==> config.mk <==
export PLATFORM = sky130hd
export DESIGN_NAME = byte_mem_responder
export DESIGN_NICKNAME = d
export VERILOG_FILES = /design/src/rtl/byte_mem_responder.sv
export SDC_FILE = /design/constraint.sdc
export NUM_CORES = 1
export LEC_CHECK = 0
export ABC_AREA = 1
export CAP_MARGIN = 5
export CELL_PAD_IN_SITES_DETAIL_PLACEMENT = 1
export CELL_PAD_IN_SITES_GLOBAL_PLACEMENT = 1
export CORE_UTILIZATION = 35
export DETAILED_ROUTE_END_ITERATION = 8
export PLACE_DENSITY_LB_ADDON = 0.1
export SYNTH_ARGS = -nofsm -noshare
export SYNTH_HDL_FRONTEND = slang
export SYNTH_SLANG_ARGS = --single-unit
export TNS_END_PERCENT = 1
==> constraint.sdc <==
create_clock -name clk -period 4.9 [get_ports clk]
set_clock_uncertainty 0.15 [all_clocks]
set_input_delay 0.49 -clock clk [delete_from_list [all_inputs] [get_ports clk]]
set_output_delay 0.49 -clock clk [all_outputs]
set_load 0.05 [all_outputs]
==> src/rtl/byte_mem_responder.sv <==
// Byte-wide bus target: small byte memory with fixed wait states,
// valid/ready response channel and a side programming port.
module byte_mem_responder #(
  parameter int          ADDR_W      = 8,
  parameter int          DEPTH       = 32,
  parameter int          WAIT_CYCLES = 2,
  parameter logic [7:0]  ERR_DATA    = 8'hFF
) (
  input  logic              clk,
  input  logic              rst,
  input  logic              req_valid_i,
  output logic              req_ready_o,
  input  logic              req_we_i,
  input  logic [ADDR_W-1:0] req_addr_i,
  input  logic [7:0]        req_wdata_i,
  output logic              rsp_valid_o,
  input  logic              rsp_ready_i,
  output logic [7:0]        rsp_rdata_o,
  output logic              rsp_err_o,
  input  logic              prog_we_i,
  input  logic [ADDR_W-1:0] prog_addr_i,
  input  logic [7:0]        prog_data_i
);

  localparam int IDX_W = (DEPTH > 1) ? $clog2(DEPTH) : 1;
  localparam logic [ADDR_W:0] LIMIT = (ADDR_W+1)'(DEPTH);
  localparam logic [3:0] CNT_INIT =
    (WAIT_CYCLES > 0) ? 4'(WAIT_CYCLES - 1) : 4'd0;

  typedef enum logic [1:0] {
    S_IDLE,
    S_WAIT,
    S_RESP
  } state_e;

  state_e            state_q, state_d;
  logic [3:0]        cnt_q, cnt_d;
  logic              we_q, we_d;
  logic [ADDR_W-1:0] addr_q, addr_d;
  logic [7:0]        wdata_q, wdata_d;
  logic              valid_q, valid_d;
  logic [7:0]        rdata_q, rdata_d;
  logic              err_q, err_d;
  logic [7:0]        mem_q [DEPTH];

  logic              accept;
  logic              prog_ok;
  logic              acc_go;
  logic              acc_we;
  logic [ADDR_W-1:0] acc_addr;
  logic [7:0]        acc_wdata;
  logic              acc_err;
  logic [7:0]        mem_rd;

  // Program writes take priority over requests in IDLE.
  assign req_ready_o = (state_q == S_IDLE) && !prog_we_i && !rst;
  assign accept      = req_valid_i && req_ready_o;
  assign prog_ok     = (state_q == S_IDLE) && prog_we_i &&
                       ({1'b0, prog_addr_i} < LIMIT);

  assign rsp_valid_o = valid_q;
  assign rsp_rdata_o = rdata_q;
  assign rsp_err_o   = err_q;

  // With zero wait states the access uses the live request.
  always_comb begin
    acc_go    = 1'b0;
    acc_we    = we_q;
    acc_addr  = addr_q;
    acc_wdata = wdata_q;
    unique case (state_q)
      S_IDLE: begin
        if (accept && WAIT_CYCLES == 0) begin
          acc_go    = 1'b1;
          acc_we    = req_we_i;
          acc_addr  = req_addr_i;
          acc_wdata = req_wdata_i;
        end
      end
      S_WAIT: acc_go = (cnt_q == 4'd0);
      default: acc_go = 1'b0;
    endcase
  end

  assign acc_err = ({1'b0, acc_addr} >= LIMIT);
  assign mem_rd  = mem_q[acc_addr[IDX_W-1:0]];

  always_comb begin
    state_d = state_q;
    cnt_d   = cnt_q;
    we_d    = we_q;
    addr_d  = addr_q;
    wdata_d = wdata_q;
    valid_d = valid_q;
    rdata_d = rdata_q;
    err_d   = err_q;
    unique case (state_q)
      S_IDLE: begin
        if (accept) begin
          we_d    = req_we_i;
          addr_d  = req_addr_i;
          wdata_d = req_wdata_i;
          if (WAIT_CYCLES == 0) begin
            state_d = S_RESP;
          end else begin
            state_d = S_WAIT;
            cnt_d   = CNT_INIT;
          end
        end
      end
      S_WAIT: begin
        if (cnt_q == 4'd0) begin
          state_d = S_RESP;
        end else begin
          cnt_d = cnt_q - 4'd1;
        end
      end
      S_RESP: begin
        if (rsp_ready_i) begin
          state_d = S_IDLE;
          valid_d = 1'b0;
          rdata_d = 8'h00;
          err_d   = 1'b0;
        end
      end
      default: state_d = S_IDLE;
    endcase
    if (acc_go) begin
      valid_d = 1'b1;
      err_d   = acc_err;
      if (acc_we) begin
        rdata_d = 8'h00;
      end else begin
        rdata_d = acc_err ? ERR_DATA : mem_rd;
      end
    end
  end

  always_ff @(posedge clk) begin
    if (rst) begin
      state_q <= S_IDLE;
      cnt_q   <= 4'd0;
      we_q    <= 1'b0;
      addr_q  <= '0;
      wdata_q <= 8'h00;
      valid_q <= 1'b0;
      rdata_q <= 8'h00;
      err_q   <= 1'b0;
    end else begin
      state_q <= state_d;
      cnt_q   <= cnt_d;
      we_q    <= we_d;
      addr_q  <= addr_d;
      wdata_q <= wdata_d;
      valid_q <= valid_d;
      rdata_q <= rdata_d;
      err_q   <= err_d;
    end
  end

  always_ff @(posedge clk) begin
    if (rst) begin
      for (int i = 0; i < DEPTH; i++) begin
        mem_q[i] <= 8'h00;
      end
    end else if (prog_ok) begin
      mem_q[prog_addr_i[IDX_W-1:0]] <= prog_data_i;
    end else if (acc_go && acc_we && !acc_err) begin
      mem_q[acc_addr[IDX_W-1:0]] <= acc_wdata;
    end
  end

endmodule
Word-level counts from Yosys, hierarchy flattened:

Memory sizes are Yosys's and may differ from the RTL's. A register that Yosys moved wholly into a read port is not among the register bits.
Cells that the tools add are included.

* flip-flop bits (word level): 33
* bits in writable memories: 256
* bits of input ports: 38
* logic and storage cells: 73
* memories kept: 1

Memory list
* mem_q: depth 32, bits a word 8, read ports 1, clocked after memory_dff 1, write ports 32, line 44 `logic [7:0] mem_q [DEPTH];`

* $add $sub $neg: 1
* $lt $le $gt $ge: 2
* equal/unequal tests: 6
* multiplexer cells: 34
* reductions and logical operators: 21

Operators with widths (count)
* $mux W8: 7
* $mux W5: 4
* $mux W1: 16
* $reduce_or A8 Y1: 2
* $ge A8 B6 Y1 const B: 1
* $lt A8 B6 Y1 const B: 1
* $mux W4: 2
* $ne A2 B2 Y1 const B: 4
* $pmux W4 S2: 1
* $logic_and A1 B1 Y1: 7
* $mux W2: 3
* $pmux W2 S3: 1
* $reduce_and A3 Y1: 2
* $reduce_bool A2 Y1: 3
* $logic_not A4 Y1: 1
* $reduce_and A2 Y1: 2
* $sub A4 B1 Y4 const B: 1
* $logic_not A1 Y1: 3
* $eq A2 B1 Y1 const B: 1
* $eq A2 B2 Y1 const B: 1
* $logic_not A2 Y1: 1

Logic depth before layout (Yosys ltp):

Gate-level depths: netlist (run 1).

* word-level depth: 10
* depth in mapped cells: 13
* gate-level depth less buffers: 12

Worst setup path after synthesis (run 1):

No wires, ideal clock.

* path type: input to register
* start: in rst
* end: reg with a tool-made name
* library setup time: 0.062 ns
* data arrival time: 3.187 ns
* required time: 4.688 ns
* slack: 1.501 ns
* cell stages on the path: 6
* buffers on the path: 1
* path through: nor4_1 > nand2_1 > clkinv_1 > clkbuf_1 > nand2_1 > nand2_1

RTL lines
* start: declaration: line 10 `input logic rst,`

==> run_results.csv, run 1 <==
group,metric,value,unit
cells_and_area,antennaDiodeCount,0,
timing,maxSlewHeadroom,19.31,%
cells_and_area,synthToLayoutAreaGrowth,15.53,%
timing,setup_viol,0,
detailed_routing,firstDrtPassIters,5,
timing,timing.final.crit_share,74.03,%
critical_path,crit_path_start_kind,"register",
clock_network,htreeDepth,2,
detailed_routing,wl,42440,um
critical_path,critPathCaptureType,"register",
timing,max_slew.worst_pin.slew,1.209,ns
synthesis,seq_area_frac_synth,61.39,%
clock_network,cts_buffer_depth,3,
placement,hpwl,27290,um
synthesis,ys.flop_type,"edfxtp_1",
placement,place_area,14750,um^2
critical_path,crit_arrival,3.66,ns
timing,timing.final.hold_violations,0,
clock_network,cts.sinks,294,
synthesis,yosys-top-cells-count,"nand2_1, nor2_1, edfxtp_1, nand3_1, inv_1",
global_route,grt_first_pass_wirelength,65040,um
synthesis,synth_nets,1632,
synthesis,synth_cell_types,26,
detailed_routing,drc,0,
min_path,holdPathStages,2,
detailed_routing,ant_nets,0,
clock_network,cts_buffers,35,
cells_and_area,finalNetCount,1650,
pwr,vdd_drop_max,187.2,uV
placement,pre_cts_ws,0.8213,ns
run_status,outcome,"finished, final reports clean",
pwr,power_density,375.7,nW/um^2
clock_network,post_cts_buffers,0,
detailed_routing,drt_iter0_drc,726,
cells_and_area,final_area,15900,um^2
synthesis,synth_edf_count,256,
critical_path,crit_path_max_fanout,27,
pwr,total_power,0.005972,W
timing,fin_hold_ws,0.3158,ns
critical_path,crit_slowest_cell,"o21ai_1",
flow_run,drv_cap,0,
critical_path,worstPathRequired,4.94,ns
critical_path,r2r_cells,11,
synthesis,yosysWarnings,0,
floorplan,dieArea,40110,um^2
min_path,hp-class,"reg -> reg",
timing,max_freq,0.2757,GHz
timing,drv_slew,0,
timing,grt_setup_unrepaired,"false",
global_route,antenna_found_initial,0,
detailed_routing,vias,10560,
pwr,p_leak,6.875,nW
clock_network,insertion_delay,0.52,ns
clock_network,cts-resized-gates,0,
clock_network,cts_hold_buf,0,
critical_path,crit_chain,"inv_1, ha_1, nand2_1, nor2_2, nand4_4, o21ai_1, inv_2, nor2_2, buf_4, nand2_1, nand2_1",
synthesis,synth_area_leaders,"edfxtp_1, nand2_1, nor2_1",
global_route,grt_util_all_layers,21.53,%
synthesis,synthCells,1593,
floorplan,die_h,200.3,um
floorplan,start_util,35.52,%
clock_network,clk_root_buffer_cell,"clkbuf_16",
placement,place.gp.congestion,0.7747,
floorplan,core,38740,um^2
synthesis,synth_top_area_share,55.86,%
synthesis,synth_largest_area_cell,"edfxtp_1",
global_route,overflow,0,
synthesis,ys_async_sr_fraction,0,%
clock_network,cts_tree,"done",
timing,finalCriticalPeriod,3.628,ns
synthesis,ys_ff_latch,294,
critical_path,crit_top_cell,"nand2_1",
synthesis,synth.avg_cell_area,8.638,um^2
synthesis,yosysMostFrequentCell,"nand2_1",
detailed_routing,vias_per_cell,4.899,
critical_path,crit_type,"reg -> reg",
cells_and_area,drive_gt1_share,6.292,%
floorplan,io_pins,49,
floorplan,row_count,72,
global_route,grt_pass1_vias,11090,
global_route,grt_max_degree,129,
synthesis,syn_area,13760,um^2
detailed_routing,wl_per_cell,19.70,um
critical_path,slowest_delay,0.52,ns
timing,fin_ws,1.272,ns
placement,portBuffers,48,
timing,tns,0,ns
floorplan,die_x,200.3,um
clock_network,clk_pin_slew_worst_paths,0.06,ns
[cells in the final DEF, fill, tap and decap left out, types with 8 or more instances in the layout]
master           netlist  layout
o21ai_0               29      29
nand2_1              510     510
inv_1                164     161
nor2_2                 8       8
clkdlybuf4s50_1        0      48
dfxtp_1               38      36
nand3_1              176     176
nor2_1               281     281
buf_4                  0      16
a21oi_1               13      13
clkbuf_16              0      37
edfxtp_1             256     256
nand2_4                8       8
[sequential cells by signal (all words and copies together) (netlist names), named ones only]
signal,count
state_q,2
acc_wdata,8
acc_we,1
acc_addr,8
rsp_rdata_o,8
mem_q,256
rsp_valid_o,1
rsp_err_o,1
cnt_q,4
[where the power goes]
part / switching [W] / leakage (nW) / internal [W] / total [W]
Clock: 0.00104 / 0.563 / 0.00156 / 0.00260
Sequential: 0.0000349 / 2.94 / 0.00280 / 0.00284
Combinational: 0.000394 / 3.37 / 0.000142 / 0.000536
[path summary, 6_finish.rpt]
path | slack (ns) | from | to
worst max-delay path | 1.27 | cnt_q[0] | mem_q[23][6]
worst min-delay path | 0.32 | rsp_rdata_o[5] | rsp_rdata_o[5]
worst max register to register | 1.27 | cnt_q[0] | mem_q[23][6]
worst min register to register | 0.32 | rsp_rdata_o[5] | rsp_rdata_o[5]
[cell type report]
type,count,area [um^2]
Multi-Input combinational cell,1043,4350
Clock buffer,49,1021
Timing Repair Buffer,67,660.6
Inverter,170,639.4
Fill cell,4572,22840
Clock inverter,14,125.1
Sequential cell,294,8453
Tap cell,518,648.1
[worst max-delay path, delay by kind of cell, from the launching register on]
family / cells / cell delay, ns
AO/OA/AOI/OAI: 1 / 0.52
adder cells (fa/ha/maj): 1 / 0.17
AND/OR/NAND/NOR: 6 / 1.67
flip-flops: 1 / 0.32
buffers and inverters: 3 / 0.45
[kinds of logic after synthesis]
logic type	share of synthesized area (%)
XOR/XNOR	0.06366
buffers and inverters	6.992
adder cells (fa/ha/maj)	0.09091
AO/OA/AOI/OAI	1.791
AND/OR/NAND/NOR	29.67
flip-flops	61.39
[metrics by stage]
step | util [%] | cells
after floorplan | - | 1593
after global placement | 38.08 | 2092
after detailed placement | 38.08 | 2092
after CTS | 41.04 | 2155
after global routing | 41.04 | 2155
final | 41.04 | 2155
[per-layer routing]
metal,wire length [um],GRT usage (%)
met1,19190,28.49
met2,20450,37.07
met3,1882,2.668
met4,918,5.916
met5,0,0
No activity file was read; power rests on OpenSTA's default activity.
==> run 2, diff against run 1 <==
==> constraint.sdc (replaced) <==
create_clock -name clk -period 3.3 [get_ports clk]
set_clock_uncertainty 0.15 [all_clocks]
set_input_delay 0.33 -clock clk [delete_from_list [all_inputs] [get_ports clk]]
set_output_delay 0.33 -clock clk [all_outputs]
set_load 0.05 [all_outputs]
==> run 2 against run 1 <==
Register-to-register slack got worse by 1.0 ns; die area is the same; first-iteration DRC count is 22% lower; non-clock buffer count is 35 higher; sequential share of layout area down 1.0 points; flip-flop and latch count unchanged; clock power rose by 42%; final cell count rose by 1.6%; total power increased by 46%; utilization rose by 0.80 points; hold slack worse by 0.11 ns; largest cell class unchanged; highest routed layer unchanged.
==> run_results.csv, run 2 (synthesis results as in run 1) <==
group,metric,value,unit
run_status,outcome,"finished, final reports clean",
min_path,worstHoldStart,"req_addr_i[6]",
timing,max_freq,0.3288,GHz
critical_path,crit_buf_inv,3,
clock_network,post_cts_buffers,0,
floorplan,die_x,200.3,um
floorplan,die_h,200.3,um
critical_path,worstPathRequired,3.34,ns
clock_network,cts_hold_buf,0,
critical_path,crit_path_max_fanout,25,
min_path,hp-class,"in -> reg",
timing,drv_slew,0,
cells_and_area,finalNetCount,1686,
timing,maxSlewHeadroom,51.24,%
timing,timing.final.hold_violations,0,
floorplan,io_pins,49,
global_route,grt_first_pass_wirelength,64720,um
clock_network,cts_buffer_depth,3,
critical_path,rrSetupSlack,0.26,ns
cells_and_area,regMostFlops,"mem_q",
clock_network,clk_root_buffer_cell,"clkbuf_16",
floorplan,dieArea,40110,um^2
timing,max_slew.worst_pin.slew,0.7314,ns
timing,setup_viol,0,
timing,grt_setup_unrepaired,"false",
critical_path,crit_chain,"inv_1, ha_1, nand2_1, nor2_2, nand4_4, buf_4, nand2_1, o21ai_2, buf_4, nor2_1, nand2_4, nand2_1",
pwr,p_leak,7.036,nW
cells_and_area,drive_gt1_share,8.074,%
critical_path,slowest_delay,0.50,ns
detailed_routing,wl,41900,um
global_route,grt_util_all_layers,21.21,%
detailed_routing,firstDrtPassIters,4,
critical_path,r2r_cells,12,
min_path,holdPathStages,3,
timing,fin_hold_ws,0.2094,ns
placement,hpwl,26040,um
floorplan,core,38740,um^2
clock_network,cts-resized-gates,0,
global_route,grt_max_degree,129,
detailed_routing,drc,0,
placement,place.gp.congestion,0.7847,
cells_and_area,layout_commonest_cell,"nand2_1",
timing,tns,0,ns
critical_path,crit_top_cell,"nand2_1",
critical_path,crit_slowest_cell,"nor2_1",
clock_network,clk_pin_slew_worst_paths,0.06,ns
clock_network,cts.sinks,294,
clock_network,insertion_delay,0.52,ns
global_route,grt_pass1_vias,11120,
critical_path,crit_path_start_kind,"register",
detailed_routing,vias,10570,
clock_network,cts_buffers,36,
detailed_routing,vias_per_cell,4.827,
cells_and_area,final_cell_mix,"nand2_1, nor2_1, edfxtp_1",
placement,portBuffers,48,
global_route,antenna_found_initial,0,
detailed_routing,wl_per_cell,19.13,um
timing,finalCriticalPeriod,3.041,ns
critical_path,crit_type,"reg -> reg",
flow_run,drv_cap,0,
timing,timing.final.crit_share,92.17,%
min_path,whs_endpoint,"acc_addr[6]",
critical_path,rr_endpoint,"mem_q[30][0]",
detailed_routing,drt_iter0_drc,563,
cells_and_area,synthToLayoutAreaGrowth,17.78,%
clock_network,htreeDepth,2,
floorplan,start_util,35.52,%
detailed_routing,ant_nets,0,
pwr,power_density,537.5,nW/um^2
global_route,overflow,0,
cells_and_area,antennaDiodeCount,0,
clock_network,cts_tree,"done",
cells_and_area,largest_reg_flops,256,
critical_path,crit_arrival,3.08,ns
critical_path,critPathCaptureType,"register",
critical_path,reg2reg_from,"cnt_q[0]",
floorplan,row_count,72,
pwr,vdd_drop_max,327.1,uV
critical_path,critPathTopFamily,"simple AND/OR/NAND/NOR gates",
## run 2: cell types whose count changed in the layout (fill, tap and decap cells not counted)
cell / delta
buf_12: +9
clkinv_2: +1
bufinv_16: -2
buf_4: +26
clkbuf_1: +2
clkinv_1: +1
inv_6: -1
clkbuf_8: -1
## run 2: how the worst max path moves through the flow
stage / cells after the start / end / slack [ns] / from
2_1_floorplan: 6 / register / 0.01 / state_q[1]
3_3_place_gp: 10 / mem_q[0][5] / 0.23 / prog_we_i
3_5_place_dp: 10 / mem_q[11][5] / 0.24 / rst
4_1_cts: 12 / mem_q[30][0] / 0.24 / cnt_q[0]
5_1_grt: 14 / mem_q[0][1] / 0.08 / cnt_q[0]
6_report: 12 / mem_q[30][0] / 0.26 / cnt_q[0]
## run 2: layer usage
layer / vias up / wire length [um] / track usage (%)
met3: 57 / 1420 / 2.571
met5: - / 0 / 0
li1: 5168 / - / -
met2: 165 / 20240 / 36.05
met1: 5182 / 19340 / 28.56
met4: 0 / 902 / 5.725
## run 2: where the power goes
| group | leakage, nW | switching, W | total (W) | internal [W] |
|---|---|---|---|---|
| sequential | 2.94 | 0.0000453 | 0.00421 | 0.00416 |
| clock | 0.531 | 0.00154 | 0.00368 | 0.00214 |
| combinational | 3.57 | 0.000588 | 0.000818 | 0.000230 |
| total | 7.04 | 0.00218 | 0.00871 | 0.00653 |
## run 2: final cells by class
class / count / area [um^2]
tap: 518 / 648.1
timing repair buffer: 102 / 1036
fill: 4523 / 22530
sequential: 294 / 8453
clock buffer: 50 / 1015
multi-input combinational: 1043 / 4350
inverter: 170 / 639.4
clock inverter: 13 / 65.06
## run 2: through the flow
stage                     total power [W]  area (um^2)  worst slack [ns]  util (%)  cells
after global routing             0.009012        16210           0.08334     41.84   2190
final                            0.008711        16210            0.2585     41.84   2190
after global placement           0.005105        15130            0.2331     39.05   2127
after floorplan                  0.004745        13760           0.01443         -   1593
after detailed placement         0.005115        15130            0.2448     39.05   2127
after CTS                        0.008815        16210            0.2394     41.84   2190
## run 2: worst reg2reg max path, delay by kind of cell, from the launching register on
kind                     cells  cell delay, ns
buffers and inverters        3            0.49
flip-flops                   1            0.31
adder cells (fa/ha/maj)      1            0.17
AND/OR/NAND/NOR              7            1.52
AO/OA/AOI/OAI                1            0.07
==> run 3, diff against run 2 <==
--- a/config.mk
+++ b/config.mk
@@ -5,8 +5,7 @@
 export SDC_FILE = /design/constraint.sdc
 export NUM_CORES = 1
 export LEC_CHECK = 0
-export ABC_AREA = 1
-export CAP_MARGIN = 5
+export CAP_MARGIN = 20
 export CELL_PAD_IN_SITES_DETAIL_PLACEMENT = 1
 export CELL_PAD_IN_SITES_GLOBAL_PLACEMENT = 1
 export CORE_UTILIZATION = 35
==> constraint.sdc (replaced) <==
create_clock -name clk -period 3.3 [get_ports clk]
set_clock_uncertainty 0.15 [all_clocks]
set_input_delay 0.33 -clock clk [delete_from_list [all_inputs] [get_ports clk]]
set_output_delay 0.33 -clock clk [all_outputs]
set_load 0.01 [all_outputs]
==> run 3 against run 2 <==
Hold slack got worse by 0.0044 ns; sequential power barely moved; highest routed layer unchanged; largest power group unchanged; non-clock buffer count rose by 30; global-route usage rose by 0.77 points; synthesized cell count fell by 28%; via count fell by 10%; clock-buffer cell count fell by 4; critical path depth fell by 2; largest cell class unchanged; worst setup slack got worse by 0.053 ns.
==> run_results.csv, run 3 <==
group,metric,value,unit
cells_and_area,regMostFlops,"mem_q",
cells_and_area,final_cells,1788,
synthesis,synthXorXnorAreaFrac,0.1272,%
placement,portBuffers,48,
global_route,overflow,0,
synthesis,yosysWarnings,0,
critical_path,rrSetupSlack,0.21,ns
cells_and_area,drive_gt1_share,14.88,%
global_route,grt_use_met3,2.880,%
critical_path,crit_path_start_kind,"register",
synthesis,synth_edf_count,256,
floorplan,die_h,200.4,um
placement,place.gp.congestion,0.8191,
timing,max_slew.worst_pin.slew,0.9600,ns
synthesis,yosys.area_share.simple,14.78,%
critical_path,crit_end,"mem_q[20][5]",
global_route,grt_util_all_layers,21.98,%
global_route,grt.busiest_layer,"met2",
pwr,seq_power_share,49.1,%
synthesis,yosysMostFrequentCell,"nor2_1",
pwr,p_sw_share,24.49,%
synthesis,yosys-top-cells-count,"nor2_1, edfxtp_1, mux2i_1, nand2_1, a22oi_1",
pwr,p_sw,0.002110,W
critical_path,critPathCaptureType,"register",
cells_and_area,synthToLayoutAreaGrowth,19.43,%
timing,timing.final.crit_share,93.76,%
timing,maxSlewHeadroom,35.85,%
global_route,grtUsageMet1,31.77,%
synthesis,synth_cell_types,49,
clock_network,post_cts_buffers,0,
synthesis,synth_compound_area_share,8.258,%
cells_and_area,largest_reg_flops,256,
clock_network,cts_tree,"done",
synthesis,ys.flop_type,"edfxtp_1",
critical_path,rr_endpoint,"mem_q[20][5]",
cells_and_area,n_fill_cell,4106,
critical_path,reg2reg_from,"cnt_q[0]",
detailed_routing,ant_nets,0,
synthesis,seq_area_frac_synth,61.34,%
floorplan,start_util,35.56,%
timing,tns,0,ns
clock_network,insertion_delay,0.55,ns
global_route,grt_pass1_vias,9810,
floorplan,dieArea,40150,um^2
synthesis,synthCells,1147,
clock_network,cts_buffers,35,
synthesis,synth_area_leaders,"edfxtp_1, mux2i_1, nor2_1",
detailed_routing,firstDrtPassIters,5,
detailed_routing,drc,0,
global_route,grt_max_degree,42,
global_route,grt_first_pass_wirelength,64870,um
timing,drv_slew,0,
synthesis,synth.avg_cell_area,12.01,um^2
critical_path,r2r_cells,10,
synthesis,synth_top_area_share,55.81,%
synthesis,ys_ff_latch,294,
pwr,vdd_drop_max,319.7,uV
floorplan,core,38740,um^2
detailed_routing,drt_iter0_drc,710,
critical_path,crit_arrival,3.19,ns
detailed_routing,wl_per_cell,24.39,um
floorplan,io_pins,49,
cells_and_area,layout_commonest_cell,"nor2_1",
clock_network,clk_pin_slew_worst_paths,0.06,ns
critical_path,worstPathRequired,3.39,ns
critical_path,crit_cells,10,
global_route,grtUsageMet2,34.21,%
critical_path,crit_path_max_fanout,19,
global_route,antenna_found_initial,0,
synthesis,synth_largest_area_cell,"edfxtp_1",
placement,dp.cells,1725,
clock_network,htreeDepth,2,
timing,grt_setup_unrepaired,"false",
pwr,p_leak,5.585,nW
timing,max_freq,0.3232,GHz
detailed_routing,wl,43610,um
synthesis,synth_fa_ha_area_share,0.09084,%
cells_and_area,finalNetCount,1284,
timing,fin_ws,0.2059,ns
critical_path,timing.critical_path.from,"cnt_q[0]",
synthesis,ys_async_sr_fraction,0,%
timing,setup_viol,0,
placement,pre_cts_ws,0.08351,ns
synthesis,synth_top_family_by_area,"simple AND/OR/NAND/NOR gates",
critical_path,crit_chain,"inv_1, ha_1, or3b_4, or4_4, buf_4, mux2i_4, buf_4, nand2_1, o21bai_1, buf_4",
synthesis,syn_area,13770,um^2
pwr,p_int,0.006507,W
floorplan,die_x,200.4,um
pwr,combPwrFrac,9.0,%
pwr,power_density,523.9,nW/um^2
flow_run,drv_cap,0,
timing,timing.final.hold_violations,0,
critical_path,crit_top_cell,"buf_4",
floorplan,row_count,72,
placement,hpwl,30450,um
cells_and_area,final_cell_mix,"nor2_1, edfxtp_1, mux2i_1",
critical_path,critPathTopFamily,"simple AND/OR/NAND/NOR gates",
min_path,hp-class,"in -> reg",
synthesis,muxShareOfSynthArea,12.76,%
critical_path,crit_buf_inv,4,
clock_network,cts.sinks,294,
critical_path,slowest_delay,0.62,ns
timing,finalCriticalPeriod,3.094,ns
critical_path,crit_type,"reg -> reg",
critical_path,crit_slowest_cell,"or4_4",
clock_network,cts_buffer_depth,3,
pwr,clkPwrFrac,42.0,%
run_status,outcome,"finished, final reports clean",
cells_and_area,antennaDiodeCount,0,
synthesis,synth_nets,1186,
clock_network,clk_root_buffer_cell,"clkbuf_16",
detailed_routing,vias_per_cell,5.310,
detailed_routing,vias,9494,
pwr,total_power,0.008617,W
[run 3: cell count changes in the layout (fill, tap and decap cells not counted), sizes merged, moves of 9 or more]
cell / change
or4: +9
nand3: -163
buf: +30
nand2: -448
inv: -160
o21ai: -17
o21bai: +12
mux2i: +146
mux2: +13
nand2b: +46
a22oi: +65
nor2: -22
a31oi: +10
a21oi: +33
[run 3: cell families (layout without fill, tap and decap cells)]
group | count (synthesis) | in the layout
simple gates | 449 | 449
flops | 294 | 294
compound gates | 166 | 166
mux | 159 | 159
buf+inv | 76 | 199
xor+xnor | 2 | 2
fa+ha+maj | 1 | 1
[run 3: timing repair]
item | 4_1_cts | 5_1_grt
hold buffers | 1 | 0
endpoints found under the setup margin | 0 | 114
resized for setup | 0 | 5
hold endpoints to repair | 2 | 0
[run 3: tightest hold or removal path, cell delays in order]
cell and delay (ns):
clkdlybuf4s50_1 0.40, nand2_1 0.05, o21ai_0 0.06
[run 3: layout make-up]
| class | count | area, um^2 | share of cell area (%) |
|---|---|---|---|
| timing repair buffer | 132 | 1271 | 7.728 |
| clock buffer | 46 | 969.7 | 5.895 |
| sequential | 294 | 8452 | 51.38 |
| inverter | 5 | 18.77 | 0.1141 |
| tap | 518 | 648.1 | 3.940 |
| clock inverter | 16 | 78.83 | 0.4792 |
| multi-input combinational | 777 | 5011 | 30.46 |
[run 3: worst min-delay path by stage]
stage | cells after the start | slack [ns] | endpoint | start
floorplan | 2 | 0.29 | acc_addr[5] | req_addr_i[5]
detailed placement | 2 | 0.31 | rsp_valid_o | rsp_valid_o
global route | 3 | 0.22 | acc_wdata[0] | req_wdata_i[0]
finish | 3 | 0.21 | acc_wdata[0] | req_wdata_i[0]
CTS | 3 | 0.18 | acc_wdata[2] | req_wdata_i[2]
global placement | 2 | 0.29 | rsp_valid_o | rsp_valid_o
[run 3: routing by layer]
metal	share of wire, %	vias up
met5	0	-
met4	2.0	0
met3	4.3	43
met2	46	211
met1	47	4865
li1	-	4375
[run 3: power by group through the flow]
stage                     clock network, W  logic, W  registers [W]
after floorplan                          0  0.000416        0.00427
after global placement                   0  0.000768        0.00430
after detailed placement                 0  0.000775        0.00431
after CTS                          0.00369  0.000777        0.00423
after global routing               0.00382  0.000824        0.00424
final                              0.00362  0.000774        0.00423
[run 3: metrics by stage]
stage,hold WS [ns],util (%),area (um^2)
floorplan,0.2886,-,13770
global placement,0.2949,39.68,15370
detailed placement,0.3088,39.68,15370
CTS,0.1774,42.41,16430
global route,0.2235,42.46,16450
finish,0.2050,42.46,16450
